File: src/rtl/simple_pkg.sv
// Shared definitions for the execution controller.
// Holds the controller state encoding, the phase count and the index of each
// phase within the one-hot phase vector.
package simple_pkg;

  localparam int NPHASE    = 5;
  localparam int PH_FETCH  = 0;
  localparam int PH_DECODE = 1;
  localparam int PH_EXEC   = 2;
  localparam int PH_MEM    = 3;
  localparam int PH_WB     = 4;

  typedef enum logic [1:0] {
    ST_IDLE   = 2'd0,
    ST_RUN    = 2'd1,
    ST_STEP   = 2'd2,
    ST_HALTED = 2'd3
  } state_e;

endpackage

File: src/rtl/exec_ctl_phase_ring.sv
// phase_ring: one-hot phase rotator p[0] -> p[1] -> ... -> p[NPHASE-1] -> p[0].
// Ports:
//   clk   in   rising-edge clock
//   rst_n in   synchronous active-low reset, returns the ring to p[0]
//   adv   in   advance by one phase this cycle; otherwise hold
//   p     out  registered one-hot phase vector
//   wrap  out  high on the cycle that advances from the last phase to p[0]
module phase_ring
  import simple_pkg::*;
(
  input  logic              clk,
  input  logic              rst_n,
  input  logic              adv,
  output logic [NPHASE-1:0] p,
  output logic              wrap
);

  logic [NPHASE-1:0] p_q;
  logic [NPHASE-1:0] p_d;

  always_comb begin
    p_d = p_q;
    if (adv) begin
      p_d = {p_q[NPHASE-2:0], p_q[NPHASE-1]};
    end
  end

  always_ff @(posedge clk) begin
    if (!rst_n) begin
      p_q <= NPHASE'(1);
    end else begin
      p_q <= p_d;
    end
  end

  assign p    = p_q;
  assign wrap = adv & p_q[PH_WB];

endmodule

File: src/rtl/exec_ctl.sv
// exec_ctl: run/step/halt/breakpoint controller for a 5-phase instruction cycle.
// Ports:
//   clk, rst_n   clock, synchronous active-low reset
//   run_req      start execution from IDLE, or request a pause while running
//   step_req     execute one instruction from IDLE
//   halt_in      HLT decode flag, meaningful while p[3]=1
//   pc           current program counter
//   bp_en        breakpoint enable
//   bp_addr      breakpoint address
//   p            one-hot phase vector (registered)
//   ce           phase-advance enable (combinational)
//   running      high in RUN or STEP (combinational)
//   halted       high in HALTED (combinational)
//   bp_hit       sticky breakpoint-stop flag (registered)
//   instr_cnt    retired instruction count (registered, wraps)
module exec_ctl
  import simple_pkg::*;
(
  input  logic              clk,
  input  logic              rst_n,
  input  logic              run_req,
  input  logic              step_req,
  input  logic              halt_in,
  input  logic [15:0]       pc,
  input  logic              bp_en,
  input  logic [15:0]       bp_addr,
  output logic [NPHASE-1:0] p,
  output logic              ce,
  output logic              running,
  output logic              halted,
  output logic              bp_hit,
  output logic [15:0]       instr_cnt
);

  state_e      state_q, state_d;
  logic        pause_q, pause_d;
  logic        halt_q, halt_d;
  logic        skip_q, skip_d;
  logic        bp_hit_q, bp_hit_d;
  logic [15:0] cnt_q, cnt_d;

  logic        wrap;
  logic        bp_stop;

  phase_ring u_ring (
    .clk   (clk),
    .rst_n (rst_n),
    .adv   (ce),
    .p     (p),
    .wrap  (wrap)
  );

  // The skip flag lets a resume from a breakpoint address fetch that
  // instruction instead of stopping on it again immediately.
  assign bp_stop = (state_q == ST_RUN) && p[PH_FETCH] && bp_en &&
                   (pc == bp_addr) && !skip_q;

  // Gated by rst_n so no phase strobe fires while reset is being applied.
  assign ce = rst_n && (((state_q == ST_RUN) && !bp_stop) ||
                        (state_q == ST_STEP));

  assign running = (state_q == ST_RUN) || (state_q == ST_STEP);
  assign halted  = (state_q == ST_HALTED);

  always_comb begin
    state_d  = state_q;
    pause_d  = pause_q;
    halt_d   = halt_q;
    skip_d   = skip_q;
    bp_hit_d = bp_hit_q;
    cnt_d    = cnt_q;

    if (wrap) begin
      cnt_d = cnt_q + 16'd1;
    end

    if (running && halt_in && p[PH_MEM]) begin
      halt_d = 1'b1;
    end

    case (state_q)
      ST_IDLE: begin
        if (run_req) begin
          state_d  = ST_RUN;
          skip_d   = 1'b1;
          bp_hit_d = 1'b0;
        end else if (step_req) begin
          state_d  = ST_STEP;
          bp_hit_d = 1'b0;
        end
      end

      ST_RUN: begin
        if (bp_stop) begin
          state_d  = ST_IDLE;
          bp_hit_d = 1'b1;
          pause_d  = 1'b0;
        end else begin
          if (p[PH_FETCH]) begin
            skip_d = 1'b0;
          end
          if (run_req) begin
            pause_d = 1'b1;
          end
          // Boundary priority: halt over pause over continuing.
          if (wrap) begin
            if (halt_q) begin
              state_d = ST_HALTED;
              halt_d  = 1'b0;
              pause_d = 1'b0;
            end else if (pause_q) begin
              state_d = ST_IDLE;
              pause_d = 1'b0;
            end
          end
        end
      end

      ST_STEP: begin
        if (wrap) begin
          if (halt_q) begin
            state_d = ST_HALTED;
            halt_d  = 1'b0;
          end else begin
            state_d = ST_IDLE;
          end
        end
      end

      ST_HALTED: begin
        state_d = ST_HALTED;
      end

      default: begin
        state_d = ST_IDLE;
      end
    endcase
  end

  always_ff @(posedge clk) begin
    if (!rst_n) begin
      state_q  <= ST_IDLE;
      pause_q  <= 1'b0;
      halt_q   <= 1'b0;
      skip_q   <= 1'b0;
      bp_hit_q <= 1'b0;
      cnt_q    <= 16'h0000;
    end else begin
      state_q  <= state_d;
      pause_q  <= pause_d;
      halt_q   <= halt_d;
      skip_q   <= skip_d;
      bp_hit_q <= bp_hit_d;
      cnt_q    <= cnt_d;
    end
  end

  assign bp_hit    = bp_hit_q;
  assign instr_cnt = cnt_q;

endmodule

File: config.mk
export PLATFORM = sky130hd
export DESIGN_NAME = exec_ctl
export DESIGN_NICKNAME = d
export VERILOG_FILES = /design/src/rtl/simple_pkg.sv /design/src/rtl/exec_ctl_phase_ring.sv /design/src/rtl/exec_ctl.sv
export SDC_FILE = /design/constraint.sdc
export NUM_CORES = 1
export LEC_CHECK = 0
export ABC_AREA = 1
export BUFFER_PORTS_ARGS = -buffer_cell sky130_fd_sc_hd__buf_2
export CAP_MARGIN = 15
export CORE_MARGIN = 2
export CORE_UTILIZATION = 52
export CTS_CLUSTER_SIZE = 25
export DETAILED_ROUTE_END_ITERATION = 16
export PLACE_DENSITY_LB_ADDON = 0.25
export SLEW_MARGIN = 20
export SYNTH_ARGS = -nofsm -noshare
export SYNTH_HDL_FRONTEND = slang
export SYNTH_SLANG_ARGS = --single-unit
File: constraint.sdc
create_clock -name clk -period 1.95 [get_ports clk]
set_input_delay 0 -clock clk [delete_from_list [all_inputs] [get_ports clk]]
set_output_delay 0 -clock clk [all_outputs]
set_load 0.01 [all_outputs]
==> results of run 1 <==
-- path summary, 6_finish.rpt --
check	endpoint	from	cells past startpoint
worst min register to register	pause_q	pause_q	2
worst max register to register	u_ring.p[3]	state_q[1]	15
worst max-delay path	u_ring.p[3]	state_q[1]	15
worst min-delay path	skip_q	run_req	3
-- repair_timing --
item                                    CTS  global route
resized for setup                         0            21
hold endpoints to repair                  0             0
endpoints found under the setup margin    0            24
buffers inserted                          0             9
-- worst max-delay path, cell delays in order, from the launching register on --
cell	delay, ns
sky130_fd_sc_hd__dfxtp_2	0.35
sky130_fd_sc_hd__inv_2	0.09
sky130_fd_sc_hd__ha_4	0.15
sky130_fd_sc_hd__nand2_4	0.05
sky130_fd_sc_hd__inv_2	0.06
sky130_fd_sc_hd__nand2_2	0.04
sky130_fd_sc_hd__nor2_2	0.06
sky130_fd_sc_hd__nand2_1	0.06
sky130_fd_sc_hd__nor2_2	0.15
sky130_fd_sc_hd__nand3_2	0.13
sky130_fd_sc_hd__nand2_4	0.12
sky130_fd_sc_hd__buf_4	0.12
sky130_fd_sc_hd__nand2_2	0.08
sky130_fd_sc_hd__buf_4	0.16
sky130_fd_sc_hd__nor2_1	0.11
sky130_fd_sc_hd__a211oi_2	0.04
-- cells by family (layout without fill, tap and decap cells) --
family | Yosys count | count (layout) | synth area share
buf+inv | 61 | 135 | 0.124
flops | 27 | 27 | 0.261
xor+xnor | 17 | 17 | 0.0719
compound gates | 31 | 31 | 0.0955
fa+ha+maj | 5 | 5 | 0.0302
simple gates | 192 | 193 | 0.418
-- where the power goes --
part	total, mW	switching, mW	internal [mW]
clock	0.329	0.184	0.145
combinational	1.23	0.724	0.507
sequential	0.720	0.0845	0.635
total	2.28	0.992	1.29
-- layout by cell type, fill, tap and decap left out --
cell,count
sky130_fd_sc_hd__ha_4,1
sky130_fd_sc_hd__ha_1,4
sky130_fd_sc_hd__nand3_1,12
sky130_fd_sc_hd__a211oi_1,1
sky130_fd_sc_hd__buf_12,1
sky130_fd_sc_hd__inv_2,4
sky130_fd_sc_hd__a21oi_2,11
sky130_fd_sc_hd__xnor2_1,8
sky130_fd_sc_hd__nand3b_1,1
sky130_fd_sc_hd__a211oi_2,1
sky130_fd_sc_hd__and3_1,2
sky130_fd_sc_hd__nor3b_1,1
sky130_fd_sc_hd__clkinvlp_4,1
sky130_fd_sc_hd__nor4_1,2
sky130_fd_sc_hd__nand4_1,18
sky130_fd_sc_hd__nand2_4,5
sky130_fd_sc_hd__nand2_2,13
sky130_fd_sc_hd__a21oi_1,12
sky130_fd_sc_hd__nand2_1,95
sky130_fd_sc_hd__dfxtp_1,25
sky130_fd_sc_hd__dfxtp_2,2
sky130_fd_sc_hd__o21ai_2,1
sky130_fd_sc_hd__inv_1,48
sky130_fd_sc_hd__nor3_1,3
sky130_fd_sc_hd__buf_4,14
sky130_fd_sc_hd__nand3_4,1
sky130_fd_sc_hd__nor2_2,3
sky130_fd_sc_hd__clkbuf_8,3
sky130_fd_sc_hd__nor2_1,36
sky130_fd_sc_hd__o21ai_0,4
sky130_fd_sc_hd__xor2_1,9
sky130_fd_sc_hd__buf_2,62
sky130_fd_sc_hd__o21ai_1,1
sky130_fd_sc_hd__nand3_2,1
sky130_fd_sc_hd__buf_6,2
-- area by class of cell --
cell class	count	area, sq um
timing repair buffer	79	458
clock buffer	3	41.3
fill	332	1100
inverter	52	195
multi-input combinational	246	1340
tap	48	60.1
clock inverter	1	7.51
sequential	27	543
-- layer usage --
layer / up-vias / track usage / part of all wire
met2: 77 / 0.427 / 0.49
met5: - / 0 / 0
li1: 1194 / - / -
met1: 1029 / 0.273 / 0.44
met4: 0 / 0.0510 / 0.0094
met3: 6 / 0.0304 / 0.063
-- state kept, by name, indices dropped and copies added (netlist names) --
name       flops
state_q        2
pause_q        1
u_ring.p       5
instr_cnt     16
skip_q         1
halt_q         1
bp_hit         1
==> impl_metrics.tcl, run 1 <==
set metrics [dict create \
    outcome "finished clean" \
    syn_avg_cell_area_sq_um 6.22 \
    hpwlAfterDp_microns 3940 \
    drt-wirelength-per-cell_microns 11.6 \
    post_synth_main_area_contributors "sky130_fd_sc_hd__dfxtp_1 26%, sky130_fd_sc_hd__nand2_1 18%, sky130_fd_sc_hd__inv_1 9.1%" \
    cts-root-buf "sky130_fd_sc_hd__clkbuf_8" \
    min_period_ns 1.89 \
    grt_pass1_vias 2025 \
    synthesis.instances 333 \
    ys_warn_count 0 \
    critical_path.max_fanout 5 \
    worst-endpoint-required_ns 2.11 \
    finalHoldWorstSlack_ns 0.0798 \
    synth_largest_type_area_fraction 0.261 \
    timing_worst_setup_path_type "flop to flop" \
    hold_path.class "input port to flop" \
    total_length_of_routed_wires_microns 5310 \
    grt_antenna_before_repair 0 \
    route.vias.total 2306 \
    grt_max_degree 23 \
    htree_num_levels 1 \
    setup_tns_ns 0 \
    critical_path.endpoint_type "flop" \
    start_kind "flop" \
    final_cell_area_sq_um 2640 \
    port_buffers 62 \
    drtPass1Iterations 4 \
    synth_seq_area_share 0.261 \
    worst_setup_hold_path_clk_slew_ns 0.10 \
    synth_seq_cells 27 \
    area_enclosed_by_the_die_boundary_sq_um 4500 \
    power_per_cell_area_nw_per_um2 863 \
    layout-drive-gt1-share 0.309 \
    timing.final.hold_violations 0 \
    placement.setup.worst_slack_ns 0.0350 \
    antenna_violation_net_count_after_detailed_routing 0 \
    period_share 0.969 \
    worst-slew-pin-transition_ns 0.443 \
    io_pins 63 \
    post-synth-top-count-cell "sky130_fd_sc_hd__nand2_1" \
    dieWidth_microns 67.1 \
    gr-usage-all-layers 0.228 \
    final.setup.worst_slack_ns 0.0604 \
    grt_first_pass_wirelength_microns 8070 \
    synth_enable_flop_cells 0 \
    die_height_microns 67.1 \
    timing.max_cap.violations 0 \
    timing.slew.headroom 0.705 \
    fin_worst_skew_ns 0.00677 \
    drt_drc_violations_left 0 \
    place_inst 442 \
    layoutNonFillerInstCount 456 \
    synthesis.nets 376 \
    core_area_sq_um 3740 \
    cts_hold_repair.buffers 0 \
    setup_viol_count_final 0 \
    syn_area_sq_um 2070 \
    synth_flop_cell "sky130_fd_sc_hd__dfxtp_1" \
    total_congestion_overflow 0 \
    arrival_ns 2.05 \
    post_drt_via_cell_ratio 5.06 \
    antenna-diode-count 0 \
    final_core_area_utilization 0.706 \
    rrSetupSlack_ns 0.06 \
    initialDrtViolationCount 135 \
    globalplace.congestion 0.931 \
    nets 452 \
    fin_total_pwr_mw 2.28 \
    p_leak_nw 1.38 \
    cts_buffer_depth 2 \
    synth_cell_type_count 29 \
    synth.largest_area_cell "sky130_fd_sc_hd__dfxtp_1" \
    clock_insertion_delay_at_the_later_pin_of_the_skew_report_ns 0.28 \
    placedInstanceArea_sq_um 2450 \
    num_rows 22 \
    tritoncts_clock_tree "yes" \
    syn_to_final_growth_pct 27.6 \
    setup_repair_after_global_routing_missed_its_margin "true" \
    ys_async_sr_fraction 0 \
    ys_top_cells_by_count "99 x sky130_fd_sc_hd__nand2_1, 50 x sky130_fd_sc_hd__inv_1, 37 x sky130_fd_sc_hd__nor2_1" \
    floorplan.initialDensity 0.553 \
    clock-sinks 27 \
    final_max_slew_viol_count 0 \
    cts_inserted_buffers 3 \
    fmaxAchievable_mhz 529 \
    worst_supply_voltage_drop_on_vdd_v 0.000676 \
]
Note: power is estimated with default switching activity, not from simulation.
==> run 2, diff against run 1 <==
CORE_UTILIZATION = 25   (was 52)
==> impl_metrics.tcl, run 2 (synthesized netlist as in run 1, its figures left out) <==
set metrics [dict create \
    syn_to_final_growth_pct 34.7 \
    worst_supply_voltage_drop_on_vdd_v 0.000403 \
    crit_path_top_delay_cell "sky130_fd_sc_hd__dfxtp_2" \
    htree_num_levels 1 \
    clock_insertion_delay_at_the_later_pin_of_the_skew_report_ns 0.28 \
    layoutNonFillerInstCount 525 \
    clock-sinks 27 \
    p_leak_nw 1.44 \
    arrival_ns 1.89 \
    num_rows 33 \
    mostFrequentLayoutCell "sky130_fd_sc_hd__nand2_1" \
    placement.setup.worst_slack_ns 0.0529 \
    floorplan.initialDensity 0.255 \
    nets 464 \
    final.setup.worst_slack_ns 0.0616 \
    worst_setup_hold_path_clk_slew_ns 0.11 \
    setup_viol_count_final 0 \
    cts_hold_repair.buffers 0 \
    final_max_slew_viol_count 0 \
    worstReg2RegEnd "instr_cnt[7]" \
    fin_total_pwr_mw 2.32 \
    power_per_cell_area_nw_per_um2 833 \
    cts_inserted_buffers 3 \
    worst-r2r-cell-count 15 \
    period_share 0.968 \
    cts_buffer_depth 2 \
    fin_worst_skew_ns 0.0102 \
    post_drt_via_cell_ratio 4.25 \
    globalplace.congestion 0.821 \
    worst-slew-pin-transition_ns 0.453 \
    commonest_cells_after_routing_fill_and_taps_aside "97 x sky130_fd_sc_hd__nand2_1, 61 x sky130_fd_sc_hd__buf_2, 47 x sky130_fd_sc_hd__inv_1, 37 x sky130_fd_sc_hd__nor2_1, 27 x sky130_fd_sc_hd__buf_4" \
    max_ffs_per_register 16 \
    worstHoldStart "run_req" \
    worst-endpoint-required_ns 1.95 \
    seqPwrFrac 0.303 \
    port_buffers 62 \
    cts-root-buf "sky130_fd_sc_hd__clkbuf_8" \
    fmaxAchievable_mhz 530 \
    finalHoldWorstSlack_ns 0.0419 \
    p_int_mw 1.35 \
    min_period_ns 1.89 \
    critical_path.endpoint_type "output pin" \
    area_enclosed_by_the_die_boundary_sq_um 9030 \
    start_kind "flop" \
    dieWidth_microns 95.0 \
    place_inst 503 \
    total_switching_power_uw 977 \
    drt-wirelength-per-cell_microns 11.0 \
    drt_drc_violations_left 0 \
    timing_worst_setup_path_type "flop to output pin" \
    drtPass1Iterations 4 \
    antenna_violation_net_count_after_detailed_routing 0 \
    io_pins 63 \
    hold_path.class "input port to flop" \
    tritoncts_clock_tree "yes" \
    placedInstanceArea_sq_um 2550 \
    grt_pass1_vias 2135 \
    final_core_area_utilization 0.343 \
    total_length_of_routed_wires_microns 5800 \
    power.switching_fraction 0.421 \
    timing.final.hold_violations 0 \
    combinationalPowerShare 0.551 \
    initialDrtViolationCount 45 \
    hold_path_end "skip_q" \
    chain_of_cells_forming_the_critical_path "inv_2 -> ha_4 -> nand2_2 -> inv_2 -> nand2_2 -> nor2_2 -> nand2_1 -> nor2_2 -> nand3_2 -> nand2_2 -> nand2_4 -> buf_12 -> nand2_4 -> inv_2 -> buf_6" \
    grt_antenna_before_repair 0 \
    gr-usage-all-layers 0.130 \
    setup_repair_after_global_routing_missed_its_margin "true" \
    critical_path.max_stage_delay_ns 0.34 \
    die_height_microns 95.0 \
    final_cell_area_sq_um 2790 \
    core_area_sq_um 8130 \
    hold_path_depth 3 \
    timing.max_cap.violations 0 \
    route.vias.total 2231 \
    critical_path.max_fanout 4 \
    antenna-diode-count 0 \
    timing.slew.headroom 0.698 \
    grt_max_degree 23 \
    rr_startpoint "state_q[1]" \
    outcome "finished clean" \
    clock_power_share 0.146 \
    rrSetupSlack_ns 0.08 \
    total_congestion_overflow 0 \
    layout-drive-gt1-share 0.319 \
    grt_first_pass_wirelength_microns 9560 \
    setup_tns_ns 0 \
    hpwlAfterDp_microns 4500 \
]
run 2: changes by cell type in the layout (fill, tap and decap cells not counted), sizes merged:
cell and delta:
clkinvlp -1, nand2 -1, buf +13, clkinv +1
run 2: final cells by class:
class / count / area, sq um
clock inverter: 1 / 5.00
tap: 105 / 131
multi-input combinational: 245 / 1300
fill: 873 / 5350
clock buffer: 3 / 41.3
inverter: 52 / 198
sequential: 27 / 543
timing repair buffer: 92 / 571
run 2: worst max-delay path, delay by kind of cell, from the launching register on:
| family | cells | cell delay [ns] |
|---|---|---|
| simple gates | 9 | 0.72 |
| buf+inv | 5 | 0.41 |
| fa+ha+maj | 1 | 0.14 |
| flops | 1 | 0.34 |
run 2: worst max-delay path by stage:
stage	start	to	slack (ns)	depth (start not counted)
CTS	state_q[1]	ce	0.008	15
global placement	state_q[1]	state_q[1]	0.12	15
finish	state_q[1]	ce	0.06	15
detailed placement	state_q[1]	u_ring.p[4]	0.05	15
global route	state_q[1]	ce	-0.07	15
floorplan	state_q[1]	instr_cnt[7]	0.23	15
run 2: timing repair:
| item | 4_1_cts | 5_1_grt |
|---|---|---|
| buffers inserted | 12 | 8 |
| setup endpoints to repair | 1 | 23 |
| pin swaps | 3 | 7 |
| resized for setup | 9 | 8 |
run 2: power groups by stage:
stage	Combinational, mW	Sequential, mW	Clock, mW
floorplan	0.732	0.711	0
global placement	1.02	0.712	0
detailed placement	1.02	0.710	0
CTS	1.17	0.706	0.347
global route	1.43	0.717	0.372
finish	1.28	0.704	0.338
run 2: per-layer routing:
layer,up-vias,share of wire,GRT usage
li1,1222,-,-
met5,-,0,0
met4,0,0.0047,0.0242
met1,950,0.47,0.170
met3,4,0.048,0.0198
met2,55,0.47,0.229
